### src/rtl/motor_ramp.sv
// motor_ramp: slew-rate limiter between a duty/direction command and a
// downstream motor_controller.
//   CLOCK_50      sole clock, rising edge
//   reset         synchronous, active-high
//   target_valid  one-cycle strobe latching target_dir / target_duty
//   target_dir    requested direction (1 = forward, 0 = reverse)
//   target_duty   requested duty, 0..1023
//   out_enable    motor enable (dropped only during a dead interval)
//   out_dir       applied direction
//   out_duty      slew-limited duty, one step of at most STEP per tick
//   busy          outputs have not yet settled on the latched target
// Optional feature: define MOTOR_RAMP_DEADTIME_EN to insert DEAD_CYCLES of
// disabled output on every direction reversal.
module motor_ramp #(
  parameter int unsigned TICK_DIV    = 50000,
  parameter int unsigned STEP        = 8,
  parameter int unsigned DEAD_CYCLES = 50000
) (
  input  logic       CLOCK_50,
  input  logic       reset,
  input  logic       target_valid,
  input  logic       target_dir,
  input  logic [9:0] target_duty,
  output logic       out_enable,
  output logic       out_dir,
  output logic [9:0] out_duty,
  output logic       busy
);

  if (TICK_DIV == 0 || TICK_DIV > 65535 || STEP == 0 || STEP > 1023 ||
      DEAD_CYCLES == 0 || DEAD_CYCLES > 65535) begin : g_param_check
    $error("motor_ramp: parameter out of range");
  end

  localparam logic [15:0] TICK_LAST = 16'(TICK_DIV - 1);
  localparam logic [9:0]  STEP_D    = 10'(STEP);
  localparam logic [10:0] STEP_W    = {1'b0, STEP_D};

  logic [15:0] prescale;
  logic        tick;
  logic        run_tick;
  logic        lat_dir;
  logic [9:0]  lat_duty;

  logic [10:0] duty_w;
  logic [10:0] lat_w;
  logic [10:0] up_sum;
  logic [9:0]  dn_duty;
  logic [9:0]  toward_duty;
  logic [9:0]  brake_duty;

`ifdef MOTOR_RAMP_DEADTIME_EN
  localparam logic [15:0] DEAD_LAST = 16'(DEAD_CYCLES - 1);

  typedef enum logic {RUN, DEAD} state_t;

  state_t      state;
  logic [15:0] dead_cnt;

  assign run_tick = tick && (state == RUN);
  assign busy     = (out_duty != lat_duty) || (out_dir != lat_dir) || (state == DEAD);
`else
  assign run_tick   = tick;
  assign out_enable = 1'b1;
  assign busy       = (out_duty != lat_duty) || (out_dir != lat_dir);
`endif

  assign tick = (prescale == TICK_LAST);

  // 11-bit step arithmetic; results are clamped to the target (or 0) so
  // out_duty can never wrap. dn_duty is only selected when out_duty >= STEP.
  always_comb begin
    duty_w  = {1'b0, out_duty};
    lat_w   = {1'b0, lat_duty};
    up_sum  = duty_w + STEP_W;
    dn_duty = out_duty - STEP_D;

    brake_duty = (duty_w > STEP_W) ? dn_duty : '0;

    if (lat_w > duty_w)
      toward_duty = (up_sum > lat_w) ? lat_duty : up_sum[9:0];
    else if (duty_w < lat_w + STEP_W)
      toward_duty = lat_duty;
    else
      toward_duty = dn_duty;
  end

  always_ff @(posedge CLOCK_50) begin
    if (reset) begin
      prescale <= '0;
      lat_dir  <= 1'b1;
      lat_duty <= '0;
      out_duty <= '0;
      out_dir  <= 1'b1;
`ifdef MOTOR_RAMP_DEADTIME_EN
      state      <= RUN;
      out_enable <= 1'b1;
      dead_cnt   <= '0;
`endif
    end else begin
      prescale <= tick ? '0 : prescale + 16'd1;

      // Step decisions use the target latched before this edge, so a strobe
      // only influences the first tick after it.
      if (target_valid) begin
        lat_dir  <= target_dir;
        lat_duty <= target_duty;
      end

      if (run_tick) begin
        if (out_dir == lat_dir) begin
          out_duty <= toward_duty;
        end else if (out_duty != '0) begin
          out_duty <= brake_duty;
        end else begin
`ifdef MOTOR_RAMP_DEADTIME_EN
          state      <= DEAD;
          out_enable <= 1'b0;
          dead_cnt   <= '0;
`else
          out_dir <= lat_dir;
`endif
        end
      end

`ifdef MOTOR_RAMP_DEADTIME_EN
      if (state == DEAD) begin
        if (dead_cnt == DEAD_LAST) begin
          state      <= RUN;
          out_enable <= 1'b1;
          out_dir    <= lat_dir;
        end else begin
          dead_cnt <= dead_cnt + 16'd1;
        end
      end
`endif
    end
  end

endmodule

### config.mk
export PLATFORM = sky130hd
export DESIGN_NAME = motor_ramp
export DESIGN_NICKNAME = d
export VERILOG_FILES = /design/src/rtl/motor_ramp.sv
export SDC_FILE = /design/constraint.sdc
export NUM_CORES = 1
export LEC_CHECK = 0
export ABC_CLOCK_PERIOD_IN_PS = 8400
export CORE_MARGIN = 3
export CORE_UTILIZATION = 45
export DETAILED_ROUTE_END_ITERATION = 10
export DONT_BUFFER_PORTS = 1
export MAX_ROUTING_LAYER = met4
export PLACE_DENSITY = 0.62
export SLEW_MARGIN = 30
export SYNTH_ARGS = -nofsm -noshare
export SYNTH_HDL_FRONTEND = slang
export SYNTH_SLANG_ARGS = --single-unit
export TNS_END_PERCENT = 10
### constraint.sdc
create_clock -name CLOCK_50 -period 8.4 [get_ports CLOCK_50]
set_input_delay 1.26 -clock CLOCK_50 [delete_from_list [all_inputs] [get_ports CLOCK_50]]
set_output_delay 1.26 -clock CLOCK_50 [all_outputs]
set_load 0.1 [all_outputs]
Yosys cells after proc, flatten, opt, wreduce, memory -nomap -nowiden
Index checks and enable logic that the tools add are counted.
{ "totals": {"reg_bits": 38, "in_bits": 14, "out_inout_bits": 13, "word_cells": 31} }
{ "classes": {"n_addsub": 4, "n_lt_le_gt_ge": 4, "n_eq_ne": 4, "n_mux": 6, "bitwise": 2, "n_reduce_logical": 6} }
{ "ops": {"columns": ["operator", "count"], "rows": [
  ["10-bit two-way mux", 6],
  ["10-bit by 4-bit adder with 11-bit output (second input constant)", 2],
  ["16-bit by 1-bit adder with 16-bit output (second input constant)", 1],
  ["16-bit equality test (second input constant)", 1],
  ["11-bit by 10-bit greater-than comparator with 1-bit output", 1],
  ["10-bit by 11-bit < comparator with 1-bit output", 1],
  ["10-bit greater-than comparator", 1],
  ["10-bit by 4-bit greater-than comparator with 1-bit output (second input constant)", 1],
  ["10-bit != test", 1],
  ["10-bit nonzero test", 1],
  ["10-bit by 4-bit subtractor with 10-bit output (second input constant)", 1],
  ["3-bit AND reduction", 1],
  ["1-bit NOT", 2],
  ["2-bit AND reduction", 1],
  ["2-bit nonzero test", 1],
  ["2-bit OR reduction", 1],
  ["1-bit equality test", 1],
  ["1-bit logical OR", 1],
  ["1-bit != test", 1]
]} }

Logic depth before layout (Yosys ltp)
{ "logic_depth": {"depth_word": 5, "mapped_depth": 14, "depth_no_buf": 13} }

Worst setup path before layout
Ideal clock, no wire load.
{ "synth_timing": {"path_type": "register to output", "start": "reg out_duty[3]", "end": "out busy", "arrival_ns": 2.699, "t_required_ns": 7.140, "path_slack_ns": 4.441, "path_stages_with_launch": 7, "n_path_buf": 1, "cell_sequence": "dfxtp_1 buf_4 inv_1 ha_1 nand4b_1 nor2_1 nand3_1"} }
{ "synth_via": {"elab_chain_len": 2} }
{ "synth_lines": {"columns": ["element", "line", "rtl"], "rows": [
  ["start: declaration", "26", "output logic [9:0] out_duty,"],
  ["start signal: assignment", "112", "out_duty <= toward_duty;"],
  ["start signal: assignment", "114", "out_duty <= brake_duty;"],
  ["10-bit != test", "65", "assign busy = (out_duty != lat_duty) || (out_dir != lat_dir);"],
  ["1-bit logical OR", "65", null],
  ["end: declaration", "27", "output logic busy"]
]} }
Every way passes these cells.

Final worst setup path
{ "layout_timing": {"start": "reg out_duty[3]", "end": "reg out_duty[7]"} }
{ "layout_via": {"elab_chain_len": 5, "word_cells_on_any_way": 15, "classes_between": "add/sub: 2; order compare: 4; mux: 6; reduce/logical: 3"} }
{ "layout_lines": {"columns": ["element", "line", "rtl"], "rows": [
  ["10-bit by 4-bit adder with 11-bit output", "75", "up_sum = duty_w + STEP_W;"],
  ["11-bit by 10-bit greater-than comparator with 1-bit output", "81", "toward_duty = (up_sum > lat_w) ? lat_duty : up_sum[9:0];"],
  ["10-bit two-way mux", "81", null],
  ["10-bit two-way mux", "80", "if (lat_w > duty_w)"],
  ["10-bit two-way mux", "111", "if (out_dir == lat_dir) begin"]
]} }
Several ways; a longest one is shown, not always the timed one. The select of a mux whose other input is x is not followed.
A chain may end at the register's enable or synchronous reset.

==> out/qor.csv <==
stage,metric,value,unit
run_status,result of the run,"finished, final reports clean",
synthesis,cell type contributing the most total cell area after synthesis,sky130_fd_sc_hd__dfxtp_1,
synthesis,Main synth FF type,sky130_fd_sc_hd__dfxtp_1,
power,switching power as a share of total power,24.64,%
setup_path,Startpoint Class,flip-flop,
synthesis,top area cells in the synthesized netlist,"sky130_fd_sc_hd__dfxtp_1, sky130_fd_sc_hd__ha_1, sky130_fd_sc_hd__xnor2_1",
flow_run,max cap viols,0,
power,switching pwr,0.0001114,W
finish,summed area of non-filler cells in the final layout,0.003065,mm²
clocking,cts hold-fix bufs,0,
synthesis,Seq cells post-synth,38,
timing,final worst-path cycle share,42.70,%
power,internal power,0.0003407,W
clocking,clock tree from TritonCTS,built,
place,placed cell area,0.002914,mm²
place,post-detail-place hpwl,5.026,mm
finish,total of fill cells in the finished design,587,
setup_path,worst reg-to-reg path cell count,14,
timing,Sum Neg Setup Slack,0,ps
synthesis,Mapped Nets,395,
clocking,clock latency reported for the late side of the worst-skew pair,290,ps
finish,number of antenna repair diodes,0,
floorplanning,Die ar.,0.007259,mm²
timing,post-route setup slack,4813,ps
clocking,clock tree buffer depth,2,
route,vias post-DR,2383,
clocking,clock sinks,38,
synthesis,Mapped Area,0.002823,mm²
route,Initial DRT Pass Iterations,4,
clocking,CTS-repair resized insts,0,
timing,Final Setup Violations,0,
power,post-layout power,0.0004521,W
route,drt initial violations,143,
synthesis,number of enable flip-flop cells after synthesis,0,
power,part of the total power dissipated in the clock network,42.0,%
setup_path,Critical-path top delay cell,sky130_fd_sc_hd__or3_1,
grt,total routing resource utilization after global routing,19.78,%
timing,worst clock skew,9.756,ps
finish,layout cell share with drive strength beyond 1,10.42,%
min_path,class of the most critical hold timing path,reg -> reg,
setup_path,critical path capture point type,flip-flop,
synthesis,syn avg cell area,8.065,µm²
power,areal power density over the cells,147.5,mW/mm²
clocking,number of buffers created by CTS,5,
clocking,library cell used as clock root buffer,sky130_fd_sc_hd__clkbuf_8,
timing,Final Max Slew Viols,0,
place,routability-driven placement congestion ratio,0.9237,
setup_path,startpoint of the worst-slack reg-to-reg timing path,out_duty[3],
timing,unrepaired setup endpoints after global routing,no,
synthesis,synthesized netlist cell count,350,
grt,vias in the first global route,2358,
route,total detailed-routing wirelength,6.528,mm
synthesis,post-synthesis sequential area ratio,26.95,%
setup_path,Reg-to-Reg End,out_duty[7],
clocking,CTS H-tree lvls,2,
power,leakage power summed over all cells,1.258,nW
grt,pin count of the biggest net entering global routing,24,
route,DR WL/cell,15.18,µm
floorplanning,initial cell density of the core,47.12,%
synthesis,most frequent cell after synthesis,sky130_fd_sc_hd__nor2_1,
finish,Syn-to-layout area delta,8.599,%
finish,Reg area,765.7,µm²
floorplanning,FP Rows,28,
floorplanning,die width,85.20,µm
min_path,number of cells traversed by the worst hold path,1,
place,"number of placed instances, taps included",422,
finish,non-filler instance count after layout,430,
floorplanning,area of the placeable core,0.005991,mm²
grt,antenna violations before repair,0,
setup_path,data arrival at the endpoint of the critical path,3770,ps
place,placement-stage worst setup slack,4629,ps
setup_path,critical path required time,8580,ps
timing,number of endpoints with negative hold slack in the final report,0,
power,maximum resistive drop on vdd,0.1499,mV
grt,first-pass GRT wire length,11.28,mm
power,fraction of power consumed by sequential logic,42.3,%
clocking,clock input transition at the sequential cells of the worst setup and hold paths,80,ps
synthesis,fraction of post-synthesis cell area in the top cell type by area,26.95,%
timing,maximum achievable frequency,0.2788,GHz
synthesis,leading cell types by count after synthesis,"sky130_fd_sc_hd__nor2_1, sky130_fd_sc_hd__dfxtp_1, sky130_fd_sc_hd__ha_1",
synthesis,share of async-settable or async-resettable flops after synthesis,0,%
clocking,Post-CTS Repair Setup Buffers,0,
timing,transition time of the tightest slew-check pin,761.5,ps
setup_path,ordered list of cells on the worst path,buf_4 > ha_1 > inv_1 > or3_1 > xnor2_1 > ha_1 > and3_2 > nand4_1 > o21ai_0 > a32o_2 > nor2b_4 > or2_4 > o221a_1 > o31a_1,
route,# DRC,0,
finish,multi-input combinational cell area,0.001898,mm²
setup_path,library cell appearing most often on the critical path,sky130_fd_sc_hd__ha_1,
floorplanning,number of top-level pins,27,
setup_path,peak fanout along the critical path,10,
setup_path,Max stage delay on crit path,360,ps
floorplanning,die height,85.20,µm
synthesis,number of library cell types mapped by synthesis,51,
setup_path,worst setup path category,reg -> reg,
finish,layout net count,399,
min_path,source of the worst hold timing path,prescale[0],
power,fraction of power consumed by combinational cells,15.6,%
min_path,hold-critical path endpoint,prescale[0],
timing,Period minus WS final,3587,ps
route,antenna-violating nets left,0,
grt,overall overflow remaining after global route,0,
route,Via-to-Cell Ratio,5.542,
synthesis,count of yosys warnings during synthesis,0,
timing,worst max-slew margin expressed relative to the limit,48.77,%
place,buffers added on ports,0,
setup_path,register-to-register setup slack,4810,ps
## worst max path at each step
stage           startpoint          end  slack (ps)  depth (start not counted)
2_1_floorplan  out_duty[3]         busy        4440                          6
4_1_cts        out_duty[1]         busy        4290                          4
5_1_grt        out_duty[3]  out_duty[3]        4600                         14
3_3_place_gp   out_duty[2]         busy        4680                          4
3_5_place_dp   out_duty[1]         busy        4630                          4
6_report       out_duty[3]  out_duty[7]        4810                         14
## per-layer routing
metal	GRT usage [%]	up-vias	part of all wire [%]
li1	-	1226	-
met2	32.06	59	48
met3	3.495	7	4.9
met5	-	-	0
met4	6.043	0	1.3
met1	25.10	1091	45
## power by group through the flow
stage | clock network (W) | logic [W] | registers [W]
detailed placement | 0 | 0.0000695 | 0.000196
floorplan | 0 | 0.0000606 | 0.000193
global placement | 0 | 0.0000685 | 0.000195
CTS | 0.000195 | 0.0000700 | 0.000191
global route | 0.000202 | 0.0000785 | 0.000192
finish | 0.000190 | 0.0000707 | 0.000191
## placed cells by master (no fill, tap or decap), types with 3 or more instances in the layout
| cell type | synthesis | routed |
|---|---|---|
| sky130_fd_sc_hd__dfxtp_1 | 38 | 34 |
| sky130_fd_sc_hd__nor4_1 | 5 | 5 |
| sky130_fd_sc_hd__nand3_1 | 20 | 19 |
| sky130_fd_sc_hd__mux2i_1 | 12 | 12 |
| sky130_fd_sc_hd__a31oi_1 | 4 | 4 |
| sky130_fd_sc_hd__o221ai_1 | 4 | 4 |
| sky130_fd_sc_hd__nand4_1 | 10 | 10 |
| sky130_fd_sc_hd__dfxtp_2 | 0 | 4 |
| sky130_fd_sc_hd__and3_1 | 4 | 4 |
| sky130_fd_sc_hd__nor2_1 | 43 | 43 |
| sky130_fd_sc_hd__a21oi_1 | 27 | 27 |
| sky130_fd_sc_hd__ha_1 | 31 | 31 |
| sky130_fd_sc_hd__nor2b_1 | 4 | 4 |
| sky130_fd_sc_hd__buf_4 | 3 | 9 |
| sky130_fd_sc_hd__or3_1 | 3 | 3 |
| sky130_fd_sc_hd__xnor2_1 | 21 | 21 |
| sky130_fd_sc_hd__o21bai_1 | 4 | 4 |
| sky130_fd_sc_hd__xor2_1 | 10 | 10 |
| sky130_fd_sc_hd__a21o_1 | 4 | 4 |
| sky130_fd_sc_hd__clkbuf_8 | 0 | 6 |
| sky130_fd_sc_hd__nand2_1 | 22 | 22 |
| sky130_fd_sc_hd__inv_1 | 24 | 24 |
| sky130_fd_sc_hd__nor3_1 | 7 | 7 |
| sky130_fd_sc_hd__o21ai_0 | 9 | 9 |
## registers in the layout, indices dropped and copies added, names as in the netlist
| signal | cells |
|---|---|
| lat_duty | 10 |
| lat_dir | 1 |
| out_dir | 1 |
| prescale | 16 |
| out_duty | 10 |
## area by class of cell
| type | instances | area share (%) |
|---|---|---|
| Sequential cell | 38 | 24.98 |
| Inverter | 26 | 3.184 |
| Clock inverter | 2 | 1.959 |
| Multi-Input combinational cell | 274 | 61.92 |
| Tap cell | 75 | 3.061 |
| Timing Repair Buffer | 9 | 2.204 |
| Clock buffer | 6 | 2.694 |
## through the flow
stage / hold WS (ps) / utilization [%]
final: 466.7 / 51.17
after global routing: 490.3 / 51.17
after CTS: 476.3 / 51.02
after detailed placement: 459.9 / 48.64
after global placement: 444.5 / 48.62
after floorplan: 429.5 / -
## worst max-delay path, delay by kind of cell (launching register included)
kind	cells	cell delay (ps)
and+or+nand+nor	5	1100
AOI/OAI and AO/OA	4	840
adders and majority gates	2	580
buffers and inverters	2	400
DFF	1	330
xor gates and xnor gates	1	200
## cells by family after synthesis
logic type	after synthesis	share of synthesized area (%)
muxes	13	4.654
buffers and inverters	38	5.984
xor gates and xnor gates	31	9.619
other	1	0.1329
and+or+nand+nor	136	24.73
adders and majority gates	31	13.74
DFF	38	26.95
AOI/OAI and AO/OA	62	14.18
No activity file was read; power rests on OpenSTA's default activity.
